File: config.mk
export PLATFORM = sky130hd
export DESIGN_NAME = simple_cpu_core_flat
export DESIGN_NICKNAME = d
export VERILOG_FILES = /design/src/rtl/cpu_pkg.sv /design/src/rtl/simple_cpu_core_if.sv /design/src/rtl/cpu_alu.sv /design/src/rtl/cpu_decode.sv /design/src/rtl/cpu_regfile.sv /design/src/rtl/simple_cpu_core.sv /design/src/flat_wrapper.sv
export SDC_FILE = /design/constraint.sdc
export NUM_CORES = 1
export LEC_CHECK = 0
export CAP_MARGIN = 40
export CORE_MARGIN = 1.5
export CORE_UTILIZATION = 53
export DETAILED_ROUTE_END_ITERATION = 8
export GPL_ROUTABILITY_DRIVEN = 0
export MAX_ROUTING_LAYER = met4
export PLACE_DENSITY = 0.78
export SLEW_MARGIN = 20
export SYNTH_ARGS = -nofsm -noshare
export SYNTH_HDL_FRONTEND = slang
export SYNTH_SLANG_ARGS = --single-unit
export TNS_END_PERCENT = 1
File: constraint.sdc
create_clock -name CLK -period 6.95 [get_ports CLK]
set_input_delay 1.39 -clock CLK [delete_from_list [all_inputs] [get_ports CLK]]
set_output_delay 1.39 -clock CLK [all_outputs]
set_load 0.005 [all_outputs]
File: src/rtl/cpu_pkg.sv
// Shared definitions for the simple 8-bit core: opcodes, ALU operations and branch/operand controls.
// Also holds the branch displacement helper used by the next-PC logic.
package cpu_pkg;

    localparam logic [7:0] OP_LOADI = 8'h00;
    localparam logic [7:0] OP_MOV   = 8'h01;
    localparam logic [7:0] OP_ADD   = 8'h02;
    localparam logic [7:0] OP_SUB   = 8'h03;
    localparam logic [7:0] OP_AND   = 8'h04;
    localparam logic [7:0] OP_OR    = 8'h05;
    localparam logic [7:0] OP_J     = 8'h06;
    localparam logic [7:0] OP_BEQ   = 8'h07;
    localparam logic [7:0] OP_BNE   = 8'h08;

    typedef enum logic [2:0] {
        ALU_FWD = 3'b000,
        ALU_ADD = 3'b001,
        ALU_AND = 3'b010,
        ALU_OR  = 3'b011
    } alu_op_e;

    typedef enum logic [1:0] {
        BR_NONE = 2'd0,
        BR_BEQ  = 2'd1,
        BR_BNE  = 2'd2
    } branch_e;

    typedef enum logic [1:0] {
        OP2_REG = 2'd0,
        OP2_NEG = 2'd1,
        OP2_IMM = 2'd2
    } op2_sel_e;

    typedef struct packed {
        logic     reg_write;
        logic     jump;
        branch_e  branch;
        alu_op_e  alu_op;
        op2_sel_e op2_sel;
    } ctrl_t;

    // Offset counts instructions, so it is sign-extended and scaled to bytes.
    function automatic logic [31:0] branch_disp(input logic [7:0] off);
        return {{22{off[7]}}, off, 2'b00};
    endfunction

endpackage

File: src/rtl/simple_cpu_core_if.sv
// Instruction fetch port between the core and external instruction memory.
// No handshake: memory returns INSTRUCTION for PC_OUT combinationally and it is always valid.
interface simple_cpu_core_if;
    logic [31:0] PC_OUT;
    logic [31:0] INSTRUCTION;

    modport master (output PC_OUT, input INSTRUCTION);
    modport slave  (input PC_OUT, output INSTRUCTION);
endinterface

File: src/rtl/cpu_alu.sv
// Combinational 8-bit ALU with zero flag; unknown operation codes yield zero.
module cpu_alu
    import cpu_pkg::*;
(
    input  alu_op_e    alu_op,
    input  logic [7:0] operand1,
    input  logic [7:0] operand2,
    output logic [7:0] result,
    output logic       zero
);

    always_comb begin
        result = 8'h00;
        case (alu_op)
            ALU_FWD: result = operand2;
            ALU_ADD: result = operand1 + operand2;
            ALU_AND: result = operand1 & operand2;
            ALU_OR:  result = operand1 | operand2;
            default: result = 8'h00;
        endcase
    end

    assign zero = (result == 8'h00);

endmodule

File: src/rtl/cpu_decode.sv
// Opcode decoder: maps the 8-bit opcode to write enable, ALU operation, operand-2 source and branch control.
module cpu_decode
    import cpu_pkg::*;
(
    input  logic [7:0] opcode,
    output ctrl_t      ctrl
);

    always_comb begin
        ctrl         = '0;
        ctrl.alu_op  = ALU_FWD;
        ctrl.op2_sel = OP2_REG;
        ctrl.branch  = BR_NONE;
        case (opcode)
            OP_LOADI: begin
                ctrl.reg_write = 1'b1;
                ctrl.op2_sel   = OP2_IMM;
            end
            OP_MOV: ctrl.reg_write = 1'b1;
            OP_ADD: begin
                ctrl.reg_write = 1'b1;
                ctrl.alu_op    = ALU_ADD;
            end
            OP_SUB: begin
                ctrl.reg_write = 1'b1;
                ctrl.alu_op    = ALU_ADD;
                ctrl.op2_sel   = OP2_NEG;
            end
            OP_AND: begin
                ctrl.reg_write = 1'b1;
                ctrl.alu_op    = ALU_AND;
            end
            OP_OR: begin
                ctrl.reg_write = 1'b1;
                ctrl.alu_op    = ALU_OR;
            end
            OP_J: ctrl.jump = 1'b1;
            // Conditional branches compare by subtracting and testing ZERO.
            OP_BEQ: begin
                ctrl.alu_op  = ALU_ADD;
                ctrl.op2_sel = OP2_NEG;
                ctrl.branch  = BR_BEQ;
            end
            OP_BNE: begin
                ctrl.alu_op  = ALU_ADD;
                ctrl.op2_sel = OP2_NEG;
                ctrl.branch  = BR_BNE;
            end
            default: ;
        endcase
    end

endmodule

File: src/rtl/cpu_regfile.sv
// 8x8 register file: two combinational read ports, one write port committed on the rising edge.
// A read of the register being written in the same cycle sees the old value.
module cpu_regfile (
    input  logic       clk,
    input  logic       rst_n,
    input  logic       we,
    input  logic [2:0] waddr,
    input  logic [7:0] wdata,
    input  logic [2:0] raddr1,
    input  logic [2:0] raddr2,
    output logic [7:0] rdata1,
    output logic [7:0] rdata2
);

    logic [7:0] regs [8];

    always_ff @(posedge clk or negedge rst_n) begin
        if (!rst_n) begin
            for (int i = 0; i < 8; i++) begin
                regs[i] <= 8'h00;
            end
        end else if (we) begin
            regs[waddr] <= wdata;
        end
    end

    assign rdata1 = regs[raddr1];
    assign rdata2 = regs[raddr2];

endmodule

File: src/rtl/simple_cpu_core.sv
// Single-cycle 8-bit core: PC and next-PC logic here, decode/regfile/ALU in sub-modules.
// Every instruction fetched via the fetch interface commits its write and PC change on the next edge.
module simple_cpu_core
    import cpu_pkg::*;
#(
    parameter logic [31:0] RESET_PC = 32'h0000_0000
) (
    input  logic                      CLK,
    input  logic                      RESET,
    simple_cpu_core_if.master         imem,
    output logic [7:0]                ALU_RESULT,
    output logic                      ZERO
);

    logic [31:0] pc;
    logic [31:0] pc_plus4;
    logic [31:0] pc_next;
    logic [31:0] instr;
    ctrl_t       ctrl;
    logic [7:0]  rs1_data;
    logic [7:0]  rs2_data;
    logic [7:0]  operand2;
    logic        taken;
    logic        unused_instr_bits;

    assign instr             = imem.INSTRUCTION;
    assign unused_instr_bits = ^{instr[23:19], instr[15:11]};

    cpu_decode u_decode (
        .opcode (instr[7:0]),
        .ctrl   (ctrl)
    );

    cpu_regfile u_regfile (
        .clk    (CLK),
        .rst_n  (RESET),
        .we     (ctrl.reg_write),
        .waddr  (instr[10:8]),
        .wdata  (ALU_RESULT),
        .raddr1 (instr[18:16]),
        .raddr2 (instr[26:24]),
        .rdata1 (rs1_data),
        .rdata2 (rs2_data)
    );

    always_comb begin
        operand2 = rs2_data;
        case (ctrl.op2_sel)
            OP2_NEG: operand2 = ~rs2_data + 8'd1;
            OP2_IMM: operand2 = instr[31:24];
            default: operand2 = rs2_data;
        endcase
    end

    cpu_alu u_alu (
        .alu_op   (ctrl.alu_op),
        .operand1 (rs1_data),
        .operand2 (operand2),
        .result   (ALU_RESULT),
        .zero     (ZERO)
    );

    always_comb begin
        taken = ctrl.jump
              | ((ctrl.branch == BR_BEQ) &  ZERO)
              | ((ctrl.branch == BR_BNE) & ~ZERO);
    end

    assign pc_plus4 = pc + 32'd4;
    assign pc_next  = taken ? (pc_plus4 + branch_disp(instr[15:8])) : pc_plus4;

    always_ff @(posedge CLK or negedge RESET) begin
        if (!RESET) begin
            pc <= RESET_PC;
        end else begin
            pc <= pc_next;
        end
    end

    assign imem.PC_OUT = pc;

endmodule

File: src/flat_wrapper.sv
// flat-port wrapper written by rule: the top's interface ports become plain ports
module simple_cpu_core_flat import cpu_pkg::*;
#(
    parameter logic [31:0] RESET_PC = 32'h0000_0000
)
  (CLK, RESET, ALU_RESULT, ZERO, imem_PC_OUT, imem_INSTRUCTION);
  simple_cpu_core_if imem_i ();
  input  logic CLK;
  input  logic RESET;
  output logic [7:0] ALU_RESULT;
  output logic ZERO;
  output wire logic [$bits(imem_i.PC_OUT)-1:0] imem_PC_OUT;
  input wire logic [$bits(imem_i.INSTRUCTION)-1:0] imem_INSTRUCTION;
  assign imem_PC_OUT = imem_i.PC_OUT;
  assign imem_i.INSTRUCTION = imem_INSTRUCTION;
  simple_cpu_core #(.RESET_PC(RESET_PC)) u_core (.CLK(CLK), .RESET(RESET), .imem(imem_i), .ALU_RESULT(ALU_RESULT), .ZERO(ZERO));
endmodule
## Word-level counts from Yosys, hierarchy flattened

Index checks and enable logic that the tools add are counted.

| storage, ports and cells | value |
|---|---|
| flip-flop bits (word level) | 96 |
| logic and storage cells | 67 |

| cells by class | value |
|---|---|
| $add $sub $neg | 4 |
| magnitude comparators | 4 |
| equal/unequal tests | 15 |
| multiplexer cells | 17 |
| bitwise operators | 11 |
| reductions and logical operators | 7 |

Operator list:

| operator | count |
|---|---|
| $bwmux W64 | 1 |
| $bmux W8 S3 | 2 |
| $mux W8 | 5 |
| $add A32 B3 Y32 const B | 1 |
| $add A32 B32 Y32 | 1 |
| $eq A8 B3 Y1 const B | 4 |
| $mux W32 | 1 |
| $pmux W8 S4 | 1 |
| $demux W8 S3 | 1 |
| $eq A8 B2 Y1 const B | 2 |
| $logic_not A8 Y1 | 2 |
| $pmux W8 S2 | 1 |
| $ge A4 B4 Y1 const B | 3 |
| $not A3 Y4 | 3 |
| $add A8 B1 Y8 const B | 1 |
| $add A8 B8 Y8 | 1 |
| $and A8 B8 Y8 | 1 |
| $eq A8 B1 Y1 const B | 1 |
| $eq A8 B4 Y1 const B | 1 |
| $not A8 Y8 | 1 |
| $or A8 B8 Y8 | 1 |
| $pmux W2 S2 | 2 |
| $eq A3 B2 Y1 const B | 2 |
| $pmux W2 S3 | 1 |
| 13 further kinds | 18 |

## Logic depth before layout (Yosys ltp)

Gate-level depths: netlist of the first run.

| logic depth | value |
|---|---|
| depth in word-level cells | 14 |
| mapped depth | 25 |
| gate-level depth less buffers | 23 |

## By module

A second synthesis of the first run with hierarchy kept.

| second synthesis, totals | value |
|---|---|
| cell total of the unflattened synthesis | 801 |
| area, all modules | 8220.4 sq um |

Modules (own cells, without submodules):

| module | times used | cells each | area each (sq um) | sequential area each (sq um) |
|---|---|---|---|---|
| simple_cpu_core | 1 | 478 | 3712.3 | 750.7 |
| cpu_regfile | 1 | 201 | 3539.6 | 1601.5 |
| cpu_alu | 1 | 103 | 802.0 | 0.0 |
| cpu_decode | 1 | 19 | 166.4 | 0.0 |

## Worst setup path after synthesis of the first run

Ideal clock, no wire load.

| path | value |
|---|---|
| kind | in2out |
| start | in imem_INSTRUCTION[7] |
| end | out ZERO |
| arrival time | 5.994 ns |
| required time | 5.560 ns |
| path slack | -0.434 ns |
| stages on the path | 20 |
| path buffers | 2 |
| cells stage by stage | or4_1 > nor2_1 > nand2_1 > ha_1 > clkbuf_1 > or2_2 > a41oi_1 > inv_1 > ha_1 > fa_1 > a21o_1 > a21oi_1 > o21ai_0 > xor2_1 > a211o_1 > o221a_2 > clkbuf_1 > or4_1 > or4_4 > inv_1 |

| on the way | value |
|---|---|
| word-level cells in the longest chain between the ends | 8 |
| elaborated cells between the ends (all ways) | 23 |
| those cells by class | add/sub: 1; eq/ne: 11; mux: 4; bitwise: 2; reduce/logical: 5 |

Ends and longest elaborated chain:

| item | line | RTL |
|---|---|---|
| start: declaration | flat_wrapper.sv:13 | `input wire logic [$bits(imem_i.INSTRUCTION)-1:0] imem_INSTRUCTION;` |
| $eq A8 B4 Y1, or another cell as far along | cpu_decode.sv:14 | `case (opcode)` |
| $reduce_or A3 Y1 (no source line) | -- |  |
| $pmux W2 S2 | cpu_decode.sv:14 |  |
| $eq A2 B2 Y1 or $eq A2 B1 Y1 (tied branches) | simple_cpu_core.sv:48 | `case (ctrl.op2_sel)` |
| $pmux W8 S2 | simple_cpu_core.sv:48 |  |
| $add A8 B8 Y8, or another cell as far along | cpu_alu.sv:16 | `ALU_ADD: result = operand1 + operand2;` |
| $pmux W8 S4 * | cpu_alu.sv:14 | `case (alu_op)` |
| via ALU_RESULT[6] | flat_wrapper.sv:10 | `output logic [7:0] ALU_RESULT;` |
| $logic_not A8 Y1 * | cpu_alu.sv:23 | `assign zero = (result == 8'h00);` |
| end: declaration | flat_wrapper.sv:11 | `output logic ZERO;` |

Mark *: on every way through the listed nets, which the timed path passes. The rest lies on a longest branch.

## Final worst setup path of the first run

| path | value |
|---|---|
| start | in imem_INSTRUCTION[7] |
| end | out ZERO |

| on the way | value |
|---|---|
| word-level cells in the longest chain between the ends | 8 |
| elaborated cells between the ends (all ways) | 23 |
| those cells by class | add/sub: 1; eq/ne: 11; mux: 4; bitwise: 2; reduce/logical: 5 |

Ends and longest elaborated chain:

| item | line |
|---|---|
| $eq A8 B4 Y1, or another cell as far along | cpu_decode.sv:14 |
| $reduce_or A3 Y1 (no source line) | -- |
| $pmux W2 S2 | cpu_decode.sv:14 |
| $eq A2 B2 Y1 or $eq A2 B1 Y1 (tied branches) | simple_cpu_core.sv:48 |
| $pmux W8 S2 | simple_cpu_core.sv:48 |
| $add A8 B8 Y8, or another cell as far along | cpu_alu.sv:16 |
| $pmux W8 S4 * | cpu_alu.sv:14 |
| $logic_not A8 Y1 * | cpu_alu.sv:23 |

Every way passes the cells marked *; elsewhere a longest branch is shown, timed or not.

==> insert_results.sql, run 1 <==
INSERT INTO impl_metrics (metric_group, metric, value, unit) VALUES
('outcome', 'outcome', 'complete, but fails checks', ''),
('outcome', 'violations', 'negative setup slack', ''),
('critical_path', 'r2r_end', 'u_core.imem.PC_OUT[4]', ''),
('floorplanning', 'initial_core_utilization', '54.52', '%'),
('cts', 'cts-buffers-inserted', '9', ''),
('floorplanning', 'die_area', '0.01512', 'mm^2'),
('power_and_ir_drop', 'share_of_total_power_consumed_by_net_switching', '34.57', '%'),
('cts', 'clock_sinks', '94', ''),
('power_and_ir_drop', 'total_switching_power', '0.0007796', 'W'),
('critical_path', 'peak_per_stage_delay_on_the_critical_path', '580', 'ps'),
('worst_hold_path', 'min_to', 'u_core.u_regfile.regs[56]', ''),
('global_routing', 'overflow', '0', ''),
('cts', 'clk_pin_slew_worst_paths', '60', 'ps'),
('critical_path', 'combined_buffer_and_inverter_count_along_the_critical_path', '5', ''),
('logic_synthesis', 'syn-instance-count', '800', ''),
('sta', 'fin_tns_setup', '-95.52', 'ps'),
('critical_path', 'critPathSlowestCell', 'sky130_fd_sc_hd__or4_4', ''),
('sta', 'timing.slew.headroom', '44.37', '%'),
('global_routing', 'antenna_found_initial', '0', ''),
('power_and_ir_drop', 'pwr-share-clk', '25.4', '%'),
('cts', 'ctsHoldBuffers', '0', ''),
('worst_hold_path', 'min_delay_path_depth', '2', ''),
('final_layout', 'mostFrequentLayoutCells', 'sky130_fd_sc_hd__buf_4 (107), sky130_fd_sc_hd__dfrtp_1 (94), sky130_fd_sc_hd__nand2_1 (82)', ''),
('power_and_ir_drop', 'share_comb_of_total_power', '43.4', '%'),
('critical_path', 'timing_worst_setup_path_type', 'in2out', ''),
('final_layout', 'mostFrequentLayoutCell', 'sky130_fd_sc_hd__buf_4', ''),
('global_routing', 'grt_pass1_vias', '6686', ''),
('sta', 'fin_skew', '8.639', 'ps'),
('place', 'place.port_buffers', '67', ''),
('final_layout', 'fin_cells', '1138', ''),
('critical_path', 'critical_path_cell_sequence', 'buf_6 > or4_4 > nor2_4 > nand2_2 > ha_4 > buf_4 > a2111o_1 > a22oi_2 > inv_2 > ha_4 > nor2_1 > o21ai_2 > a21oi_2 > xnor2_1 > a211o_1 > o221a_1 > or4_4 > or4_4 > inv_2 > buf_6', ''),
('logic_synthesis', 'synth_sequential_area_ratio', '30.84', '%'),
('global_routing', 'grt_first_pass_wirelength', '33530', 'um'),
('routing', 'first_pass_drt_iterations', '5', ''),
('critical_path', 'worst_r2r_path_depth', '21', ''),
('final_layout', 'n_antenna_cell', '0', ''),
('routing', 'num_vias', '6743', ''),
('sta', 'report.final.setup_viol', '1', ''),
('logic_synthesis', 'synthDominantCellAreaShare', '30.84', '%'),
('sta', 'min_period', '7046', 'ps'),
('routing', 'routed_wirelength', '20750', 'um'),
('place', 'post-place-cells', '1110', ''),
('final_layout', 'area_of_combinational_cells_with_multiple_inputs', '0.005155', 'mm^2'),
('critical_path', 'timing.critical_path.from_type', 'input pin', ''),
('final_layout', 'layout.area.seq', '0.002352', 'mm^2'),
('critical_path', 'worst_path_top_cell_family_by_delay', 'simple AND/OR/NAND/NOR gates', ''),
('place', 'hpwl_after_detailed_placement', '15530', 'um'),
('logic_synthesis', 'netlist.top_cell.by_area', 'sky130_fd_sc_hd__dfrtp_1', ''),
('routing', 'antenna_violating_nets_post_route', '0', ''),
('power_and_ir_drop', 'power_report.internal_total', '0.001476', 'W'),
('cts', 'clockRootBuffer', 'sky130_fd_sc_hd__clkbuf_16', ''),
('critical_path', 'most_frequent_cell_on_critical_path', 'sky130_fd_sc_hd__or4_4', ''),
('power_and_ir_drop', 'power_per_cell_area', '232.0', 'mW/mm^2'),
('final_layout', 'post_route_cells_drive_above_1_share', '26.62', '%'),
('critical_path', 'critPathRequiredTime', '5560', 'ps'),
('sta', 'setup_slack', '-95.52', 'ps'),
('run', 'max_cap_viol_count', '0', ''),
('cts', 'cts_max_path_buffers', '2', ''),
('cts', 'clock_latency_of_the_later_clocked_register_in_the_worst_skew_pair', '360', 'ps'),
('power_and_ir_drop', 'power_frac_seq', '31.1', '%'),
('logic_synthesis', 'synth_edf_count', '0', ''),
('worst_hold_path', 'min-delay-start', 'u_core.u_regfile.regs[56]', ''),
('critical_path', 'timing.rr.start', 'u_core.u_regfile.regs[33]', ''),
('floorplanning', 'floorplan.rows', '43', ''),
('final_layout', 'num-nets-final', '1038', ''),
('sta', 'slew_viol_final', '0', ''),
('critical_path', 'setup.worst_path.end_class', 'output port', ''),
('logic_synthesis', 'mappedNetlistArea', '0.007626', 'mm^2'),
('final_layout', 'nFillCells', '1065', ''),
('sta', 'timing_hold_violations_final', '0', ''),
('cts', 'htree_num_levels', '3', '');
==> worst min-delay path: cells and delay by family, from the launching register on <==
| family | cells | cell delay (ps) |
|---|---|---|
| AOI/OAI and AO/OA | 1 | 60 |
| DFF | 1 | 370 |
| and+or+nand+nor | 1 | 50 |
==> layout make-up <==
type,count,share of cell area [%]
clock buffers,11,2.394
clock inverters,5,1.094
inverters,33,1.274
multi-input cells,638,53.03
flip-flops and latches,94,24.20
well taps,180,2.317
repair buffers,177,15.69
==> what timing repair did <==
item | 4_1_cts | 5_1_grt
gates resized for setup | 41 | 17
gates cloned | 0 | 0
setup endpoints to repair | 4 | 2
pin swaps | 18 | 22
setup buffers | 7 | 5
==> registers in the layout, summed over array words and instances (netlist names) <==
signal and cells:
u_core.imem.PC_OUT 30, u_core.u_regfile.regs 64
==> cells in the mapped netlist, drive strengths merged, types with 7 or more instances <==
library cell	count
a21o	16
a21oi	51
a22oi	7
and3	11
buf	18
clkbuf	18
dfrtp	94
ha	49
inv	33
mux2	59
mux2i	24
mux4	22
nand2	83
nand2b	7
nand3	18
nor2	52
nor2b	7
nor3	12
o21a	11
o21ai	45
xnor2	39
xor2	20
==> routing by layer <==
layer | GRT usage, % | part of all wire [%]
met1 | 36.39 | 42
met2 | 48.68 | 50
met3 | 3.828 | 4.9
met5 | - | 0
met4 | 11.85 | 3.5
==> cell families (layout without fill, tap and decap cells) <==
logic type | Yosys count | in the layout | share of synthesized area [%]
buf+inv | 69 | 226 | 3.872
other cells | 1 | 2 | 0.04917
simple gates | 227 | 227 | 14.27
xor+xnor | 59 | 59 | 6.776
fa+ha+maj | 51 | 51 | 8.564
compound gates | 194 | 194 | 17.21
flops | 94 | 94 | 30.85
mux | 105 | 105 | 18.41
==> power by group through the flow <==
stage,logic [W],clock network (W),registers (W)
after floorplan,0.000631,0,0.000698
after global placement,0.000935,0,0.000706
after detailed placement,0.000952,0,0.000710
after CTS,0.000968,0.000579,0.000701
after global routing,0.00108,0.000605,0.000713
final,0.000980,0.000573,0.000702
==> worst max path at each step <==
stage                             start   end  slack [ps]  cells past startpoint
finish              imem_INSTRUCTION[7]  ZERO        -100                     20
global route        imem_INSTRUCTION[7]  ZERO        -230                     20
detailed placement  imem_INSTRUCTION[4]  ZERO        -980                     21
floorplan           imem_INSTRUCTION[4]  ZERO          -4                     18
global placement    imem_INSTRUCTION[4]  ZERO        -920                     21
CTS                 imem_INSTRUCTION[7]  ZERO        -120                     20
==> stage by stage <==
stage	cell area [um^2]	util [%]	hold slack, ps	setup WS [ps]
floorplan	7732	-	465.4	-4.010
finish	9721	69.49	513.9	-95.52
CTS	9635	68.88	511.7	-117.2
global route	9721	69.49	559.8	-229.8
detailed placement	9209	65.83	497.7	-983.4
global placement	9194	65.72	491.2	-921.3
Note: power is estimated with default switching activity, not from simulation.
==> run 2, diff against run 1 <==
--- a/config.mk
+++ b/config.mk
@@ -6,6 +6,7 @@
 export NUM_CORES = 1
 export LEC_CHECK = 0
 export CAP_MARGIN = 40
+export CORE_ASPECT_RATIO = 1.1
 export CORE_MARGIN = 1.5
 export CORE_UTILIZATION = 53
 export DETAILED_ROUTE_END_ITERATION = 8
==> run 2 against run 1 <==
The run still ends with negative setup slack left. Critical path depth stayed put. Final cell count stayed put. Flip-flop and latch count stayed put. Total power is 1.3% lower. Hold slack worse by 0.67 ps. Routed wire length is 1.9% lower. First-iteration DRC count is 9.1% higher. Cell area is 0.71% lower. Combinational power is 0.4% lower. Sequential share of layout area is 0.17 points higher. Die area hardly changed. Non-clock buffer count is 8 lower.
==> insert_results.sql, run 2 (synthesis results as in run 1) <==
INSERT INTO impl_metrics (metric_group, metric, value, unit) VALUES
('worst_hold_path', 'holdCritPathClass', 'reg2reg', ''),
('routing', 'vias_per_cell', '5.915', ''),
('final_layout', 'nFillCells', '1057', ''),
('sta', 'slew_viol_final', '0', ''),
('cts', 'cts_tree', 'built', ''),
('run', 'max_cap_viol_count', '0', ''),
('floorplanning', 'initial_core_utilization', '54.84', '%'),
('final_layout', 'layout.area.seq', '0.002352', 'mm^2'),
('sta', 'timing.slew.headroom', '43.33', '%'),
('cts', 'ctsHoldBuffers', '0', ''),
('cts', 'clockRootBuffer', 'sky130_fd_sc_hd__clkbuf_16', ''),
('routing', 'num_vias', '6731', ''),
('critical_path', 'setup.worst_path.end_class', 'output port', ''),
('cts', 'clk_pin_slew_worst_paths', '70', 'ps'),
('cts', 'clock_sinks', '94', ''),
('routing', 'antenna_violating_nets_post_route', '0', ''),
('final_layout', 'largest-register', 'u_core.u_regfile.regs', ''),
('critical_path', 'worstPathMaxFanout', '6', ''),
('sta', 'timing_hold_violations_final', '0', ''),
('global_routing', 'overflow', '0', ''),
('critical_path', 'timing.rr.start', 'u_core.u_regfile.regs[0]', ''),
('sta', 'report.final.setup_viol', '1', ''),
('final_layout', 'fin_cells', '1138', ''),
('power_and_ir_drop', 'leakagePower', '4.485', 'nW'),
('sta', 'min_period_over_period', '102.1', '%'),
('global_routing', 'pin_count_of_the_biggest_net_entering_global_routing', '52', ''),
('routing', 'drtIter0Drc', '430', ''),
('global_routing', 'grt_util_overall', '27.92', '%'),
('place', 'post-place-cells', '1114', ''),
('routing', 'detail_route.wl_per_cell', '17.88', 'um'),
('worst_hold_path', 'min-delay-start', 'u_core.u_regfile.regs[56]', ''),
('routing', 'routed_wirelength', '20340', 'um'),
('critical_path', 'critPathRequiredTime', '5560', 'ps'),
('place', 'placement.setup.worst_slack', '-930.0', 'ps'),
('critical_path', 'worst_r2r_path_depth', '20', ''),
('final_layout', 'n_antenna_cell', '0', ''),
('worst_hold_path', 'min_to', 'u_core.u_regfile.regs[56]', ''),
('sta', 'max_clock_freq', '141.0', 'MHz'),
('cts', 'htree_num_levels', '3', ''),
('outcome', 'outcome', 'complete, but fails checks', ''),
('power_and_ir_drop', 'vdd_drop_max', '0.1797', 'mV'),
('final_layout', 'syn2layout_area_growth', '26.56', '%'),
('power_and_ir_drop', 'power_per_cell_area', '230.6', 'mW/mm^2'),
('floorplanning', 'floorplan.rows', '45', ''),
('cts', 'clock_latency_of_the_later_clocked_register_in_the_worst_skew_pair', '360', 'ps'),
('global_routing', 'grt_first_pass_wirelength', '32530', 'um'),
('critical_path', 'setup.reg_to_reg.worst_slack', '1820', 'ps'),
('sta', 'min_period', '7093', 'ps'),
('sta', 'fin_tns_setup', '-142.9', 'ps'),
('critical_path', 'worst_ep_arrival_time', '5700', 'ps'),
('critical_path', 'timing_worst_setup_path_type', 'in2out', ''),
('final_layout', 'area_of_combinational_cells_with_multiple_inputs', '0.005122', 'mm^2'),
('outcome', 'violations', 'negative setup slack', ''),
('final_layout', 'mostFrequentLayoutCells', 'sky130_fd_sc_hd__buf_4 (97), sky130_fd_sc_hd__dfrtp_1 (94), sky130_fd_sc_hd__nand2_1 (82)', ''),
('sta', 'unrepaired_setup_endpoints_after_global_routing', 'yes', ''),
('sta', 'fin_skew', '12.49', 'ps'),
('cts', 'cts-buffers-inserted', '9', ''),
('routing', 'first_pass_drt_iterations', '5', ''),
('worst_hold_path', 'min_delay_path_depth', '2', ''),
('final_layout', 'post_route_cells_drive_above_1_share', '24.74', '%'),
('place', 'hpwl_after_detailed_placement', '15160', 'um'),
('global_routing', 'grt_pass1_vias', '6735', ''),
('critical_path', 'timing.critical_path.from_type', 'input pin', ''),
('routing', 'number_of_drc_violations_after_detailed_routing', '0', ''),
('sta', 'setup_slack', '-142.9', 'ps'),
('floorplanning', 'dieHeight', '128.8', 'um'),
('floorplanning', 'io-pin-count', '75', ''),
('floorplanning', 'die_width', '117.4', 'um'),
('floorplanning', 'placeableCoreArea', '0.01391', 'mm^2'),
('floorplanning', 'die_area', '0.01512', 'mm^2'),
('place', 'place.port_buffers', '67', ''),
('final_layout', 'largest_register_ffs', '64', ''),
('global_routing', 'antenna_found_initial', '0', ''),
('final_layout', 'mostFrequentLayoutCell', 'sky130_fd_sc_hd__buf_4', ''),
('critical_path', 'r2r_end', 'u_core.imem.PC_OUT[4]', ''),
('sta', 'tightest_slew', '844.9', 'ps'),
('cts', 'cts_max_path_buffers', '2', ''),
('final_layout', 'num-nets-final', '1030', '');
==> run 2: cell types whose count changed in the layout (fill, tap and decap cells not counted), moves of 2 or more <==
cell and delta:
sky130_fd_sc_hd__a21oi_2 -4, sky130_fd_sc_hd__a21oi_1 +3, sky130_fd_sc_hd__clkbuf_2 -2, sky130_fd_sc_hd__buf_4 -10, sky130_fd_sc_hd__dlygate4sd2_1 +2
==> run 2: report_power, final <==
| group | switching (W) | internal, W | total, W |
|---|---|---|---|
| logic | 0.000479 | 0.000497 | 0.000976 |
| clock network | 0.000220 | 0.000328 | 0.000548 |
| registers | 0.0000803 | 0.000621 | 0.000701 |
==> run 2: how the worst max path moves through the flow <==
stage | slack, ps | end | cells after the start | startpoint
finish | -140 | ZERO | 20 | imem_INSTRUCTION[5]
global route | -240 | ZERO | 19 | imem_INSTRUCTION[5]
global placement | -880 | ZERO | 21 | imem_INSTRUCTION[4]
CTS | -110 | ZERO | 20 | imem_INSTRUCTION[7]
detailed placement | -930 | ZERO | 21 | imem_INSTRUCTION[4]
floorplan | -4 | ZERO | 18 | imem_INSTRUCTION[4]
==> run 2: critical path, cell delays in order <==
cell and delay [ps]:
sky130_fd_sc_hd__buf_2 100, sky130_fd_sc_hd__or4_4 550, sky130_fd_sc_hd__buf_6 140, sky130_fd_sc_hd__nor2_4 120, sky130_fd_sc_hd__ha_4 250, sky130_fd_sc_hd__or2_4 230
sky130_fd_sc_hd__a41oi_2 200, sky130_fd_sc_hd__inv_2 70, sky130_fd_sc_hd__ha_4 170, sky130_fd_sc_hd__fa_2 340, sky130_fd_sc_hd__a21o_1 220, sky130_fd_sc_hd__a21oi_4 150
sky130_fd_sc_hd__o21ai_2 80, sky130_fd_sc_hd__xor2_1 170, sky130_fd_sc_hd__a211o_1 300, sky130_fd_sc_hd__o221a_4 130, sky130_fd_sc_hd__or4_4 480, sky130_fd_sc_hd__or4_4 440
sky130_fd_sc_hd__inv_2 70, sky130_fd_sc_hd__buf_6 80
==> run 2: layout make-up <==
| cell class | instances | area share (%) |
|---|---|---|
| multi-input combinational | 638 | 53.07 |
| clock buffer | 12 | 2.554 |
| sequential | 94 | 24.37 |
| tap | 188 | 2.437 |
| clock inverter | 4 | 0.8037 |
| timing repair buffer | 169 | 15.48 |
| inverter | 33 | 1.283 |
==> run 2: repair_timing <==
| item | in CTS | in global routing |
|---|---|---|
| endpoints found under the setup margin | 3 | 2 |
| pin swaps | 17 | 5 |
| setup buffers | 7 | 0 |
| resized for setup | 35 | 8 |
==> run 2: stage by stage <==
step / area, um^2 / hold slack [ps] / util [%] / total power (W)
floorplan: 7732 / 465.4 / - / 0.001329
global placement: 9174 / 482.5 / 65.96 / 0.001636
detailed placement: 9213 / 488.2 / 66.24 / 0.001662
CTS: 9604 / 510.6 / 69.06 / 0.002223
global route: 9652 / 528.4 / 69.40 / 0.002364
finish: 9652 / 513.2 / 69.40 / 0.002225
==> run 2: routing by layer <==
layer / GRT usage (%) / routed length (um) / vias to the layer above
met3: 3.723 / 833 / 58
met5: - / 0 / -
met2: 47.44 / 10040 / 200
met1: 31.89 / 8413 / 3244
met4: 16.41 / 1057 / 0
li1: - / - / 3229
==> run 3, diff against run 2 <==
--- a/config.mk
+++ b/config.mk
@@ -12,7 +12,7 @@
 export DETAILED_ROUTE_END_ITERATION = 8
 export GPL_ROUTABILITY_DRIVEN = 0
 export MAX_ROUTING_LAYER = met4
-export PLACE_DENSITY = 0.78
+export PLACE_DENSITY = 0.8
 export SLEW_MARGIN = 20
 export SYNTH_ARGS = -nofsm -noshare
 export SYNTH_HDL_FRONTEND = slang
==> run 3 against run 2 <==
The flow still finishes with violations (negative setup slack). Clock-buffer cell count shrank 1. Clock skew shrank 2.7 ps. Utilization grew 0.32 points. Critical path type unchanged. Largest cell class unchanged. Largest power group unchanged.
==> insert_results.sql, run 3 (synthesis results as in run 1) <==
INSERT INTO impl_metrics (metric_group, metric, value, unit) VALUES
('sta', 'timing_hold_violations_final', '0', ''),
('final_layout', 'layout.area.seq', '0.002352', 'mm^2'),
('critical_path', 'worstPathMaxFanout', '6', ''),
('final_layout', 'num-nets-final', '1035', ''),
('power_and_ir_drop', 'leakagePower', '4.516', 'nW'),
('floorplanning', 'die_width', '117.4', 'um'),
('run', 'max_cap_viol_count', '0', ''),
('cts', 'clk_pin_slew_worst_paths', '60', 'ps'),
('place', 'post-place-cells', '1119', ''),
('sta', 'min_period', '7015', 'ps'),
('critical_path', 'critical_path_cell_sequence', 'buf_6 > or4_4 > nor2_4 > nand2_2 > ha_4 > buf_6 > a2111o_1 > a22oi_2 > inv_2 > ha_4 > buf_6 > a21o_1 > a21oi_2 > o21ai_1 > xor2_1 > a211o_1 > o221a_4 > or4_4 > or4_4 > inv_2 > buf_6', ''),
('critical_path', 'peak_per_stage_delay_on_the_critical_path', '570', 'ps'),
('routing', 'antenna_violating_nets_post_route', '0', ''),
('critical_path', 'combined_buffer_and_inverter_count_along_the_critical_path', '6', ''),
('floorplanning', 'floorplan.rows', '45', ''),
('sta', 'setup_slack', '-65.02', 'ps'),
('sta', 'unrepaired_setup_endpoints_after_global_routing', 'yes', ''),
('critical_path', 'timing_worst_setup_path_type', 'in2out', ''),
('final_layout', 'post_route_cells_drive_above_1_share', '26.00', '%'),
('worst_hold_path', 'holdCritPathClass', 'reg2reg', ''),
('routing', 'routed_wirelength', '19490', 'um'),
('floorplanning', 'die_area', '0.01512', 'mm^2'),
('critical_path', 'critPathRequiredTime', '5560', 'ps'),
('global_routing', 'pin_count_of_the_biggest_net_entering_global_routing', '60', ''),
('floorplanning', 'placeableCoreArea', '0.01391', 'mm^2'),
('critical_path', 'worst_path_top_cell_family_by_delay', 'simple AND/OR/NAND/NOR gates', ''),
('global_routing', 'grt_util_overall', '27.53', '%'),
('final_layout', 'mostFrequentLayoutCell', 'sky130_fd_sc_hd__buf_4', ''),
('routing', 'vias_per_cell', '5.849', ''),
('place', 'place.port_buffers', '67', ''),
('critical_path', 'critPathSlowestCell', 'sky130_fd_sc_hd__or4_4', ''),
('final_layout', 'fin_cells', '1142', ''),
('sta', 'fin_skew', '9.793', 'ps'),
('global_routing', 'overflow', '0', ''),
('critical_path', 'timing.critical_path.from_type', 'input pin', ''),
('final_layout', 'nFillCells', '1039', ''),
('cts', 'ctsHoldBuffers', '0', ''),
('critical_path', 'most_frequent_cell_on_critical_path', 'sky130_fd_sc_hd__buf_6', ''),
('final_layout', 'syn2layout_area_growth', '27.15', '%'),
('sta', 'max_clock_freq', '142.6', 'MHz'),
('final_layout', 'fin_util', '69.73', '%'),
('sta', 'slew_viol_final', '0', ''),
('final_layout', 'largest-register', 'u_core.u_regfile.regs', ''),
('floorplanning', 'dieHeight', '128.8', 'um'),
('critical_path', 'setup.worst_path.end_class', 'output port', ''),
('cts', 'cts_tree', 'built', ''),
('cts', 'cts_max_path_buffers', '2', ''),
('final_layout', 'largest_register_ffs', '64', ''),
('final_layout', 'n_antenna_cell', '0', ''),
('cts', 'clock_sinks', '94', ''),
('floorplanning', 'io-pin-count', '75', ''),
('routing', 'drtIter0Drc', '319', ''),
('routing', 'number_of_drc_violations_after_detailed_routing', '0', ''),
('place', 'hpwl_after_detailed_placement', '14970', 'um'),
('sta', 'tightest_slew', '669.6', 'ps'),
('cts', 'clockRootBuffer', 'sky130_fd_sc_hd__clkbuf_16', ''),
('sta', 'min_period_over_period', '100.9', '%'),
('global_routing', 'antenna_found_initial', '0', ''),
('cts', 'htree_num_levels', '3', ''),
('routing', 'detail_route.wl_per_cell', '17.06', 'um'),
('outcome', 'violations', 'negative setup slack', ''),
('routing', 'num_vias', '6679', ''),
('floorplanning', 'initial_core_utilization', '54.84', '%'),
('sta', 'timing.slew.headroom', '55.09', '%'),
('power_and_ir_drop', 'vdd_drop_max', '0.1954', 'mV'),
('global_routing', 'grt_pass1_vias', '6830', ''),
('outcome', 'outcome', 'complete, but fails checks', ''),
('final_layout', 'mostFrequentLayoutCells', 'sky130_fd_sc_hd__buf_4 (98), sky130_fd_sc_hd__dfrtp_1 (94), sky130_fd_sc_hd__nand2_1 (82)', ''),
('routing', 'first_pass_drt_iterations', '5', ''),
('cts', 'clock_latency_of_the_later_clocked_register_in_the_worst_skew_pair', '340', 'ps'),
('power_and_ir_drop', 'power_per_cell_area', '226.6', 'mW/mm^2'),
('cts', 'cts-buffers-inserted', '9', ''),
('critical_path', 'worst_ep_arrival_time', '5630', 'ps'),
('global_routing', 'grt_first_pass_wirelength', '32650', 'um'),
('sta', 'report.final.setup_viol', '1', ''),
('final_layout', 'area_of_combinational_cells_with_multiple_inputs', '0.005130', 'mm^2');
[run 3: final timing paths]
kind | depth (start not counted) | start | slack (ps) | endpoint
max | 21 | imem_INSTRUCTION[6] | -70 | ZERO
min reg2reg | 2 | u_core.u_regfile.regs[56] | 520 | u_core.u_regfile.regs[56]
max in group asynchronous | 3 | RESET | 5160 | u_core.u_regfile.regs[8]
max reg2reg | 21 | u_core.u_regfile.regs[49] | 1850 | u_core.imem.PC_OUT[3]
min in group asynchronous | 1 | RESET | 910 | u_core.imem.PC_OUT[7]
min | 2 | u_core.u_regfile.regs[56] | 520 | u_core.u_regfile.regs[56]
[run 3: per-layer routing]
layer	track usage, %	routed length, um
met1	32.13	8393
met2	49.07	9930
met3	2.970	618
met4	10.82	544
met5	-	0
[run 3: what timing repair did]
item                                    4_1_cts  5_1_grt
pin swaps                                    18       11
resized for setup                            42       21
hold endpoints to repair                      0        0
buffers inserted                              8        0
endpoints found under the setup margin        3        3
[run 3: area by class of cell]
class / count / area share [%]
Clock buffer: 11 / 2.400
Clock inverter: 4 / 0.7484
Inverter: 33 / 1.277
Multi-Input combinational cell: 638 / 52.90
Sequential cell: 94 / 24.26
Tap cell: 188 / 2.426
Timing Repair Buffer: 174 / 15.99
[run 3: power breakdown]
group | internal, W | switching [W] | total (W)
Clock | 0.000313 | 0.000206 | 0.000519
Combinational | 0.000501 | 0.000473 | 0.000974
Sequential | 0.000621 | 0.0000828 | 0.000704
[run 3: metrics by stage]
stage / total power [W] / hold slack, ps / cell area [um^2] / TNS (ps) / setup slack, ps
after global placement: 0.001641 / 480.2 / 9229 / -1073 / -855.9
after floorplan: 0.001329 / 465.4 / 7732 / -4.010 / -4.010
after detailed placement: 0.001664 / 507.9 / 9271 / -2521 / -945.9
final: 0.002197 / 521.0 / 9697 / -65.02 / -65.02
after CTS: 0.002198 / 522.0 / 9669 / -147.2 / -147.2
after global routing: 0.002341 / 544.8 / 9697 / -193.6 / -156.6
[run 3: worst reg2reg max path: cells and delay by family (launching register included)]
family | cells | cell delay, ps
buffers and inverters | 4 | 550
xor gates and xnor gates | 1 | 170
muxes | 2 | 480
AOI/OAI and AO/OA | 9 | 1970
DFF | 1 | 370
and+or+nand+nor | 3 | 1000
adders and majority gates | 2 | 460
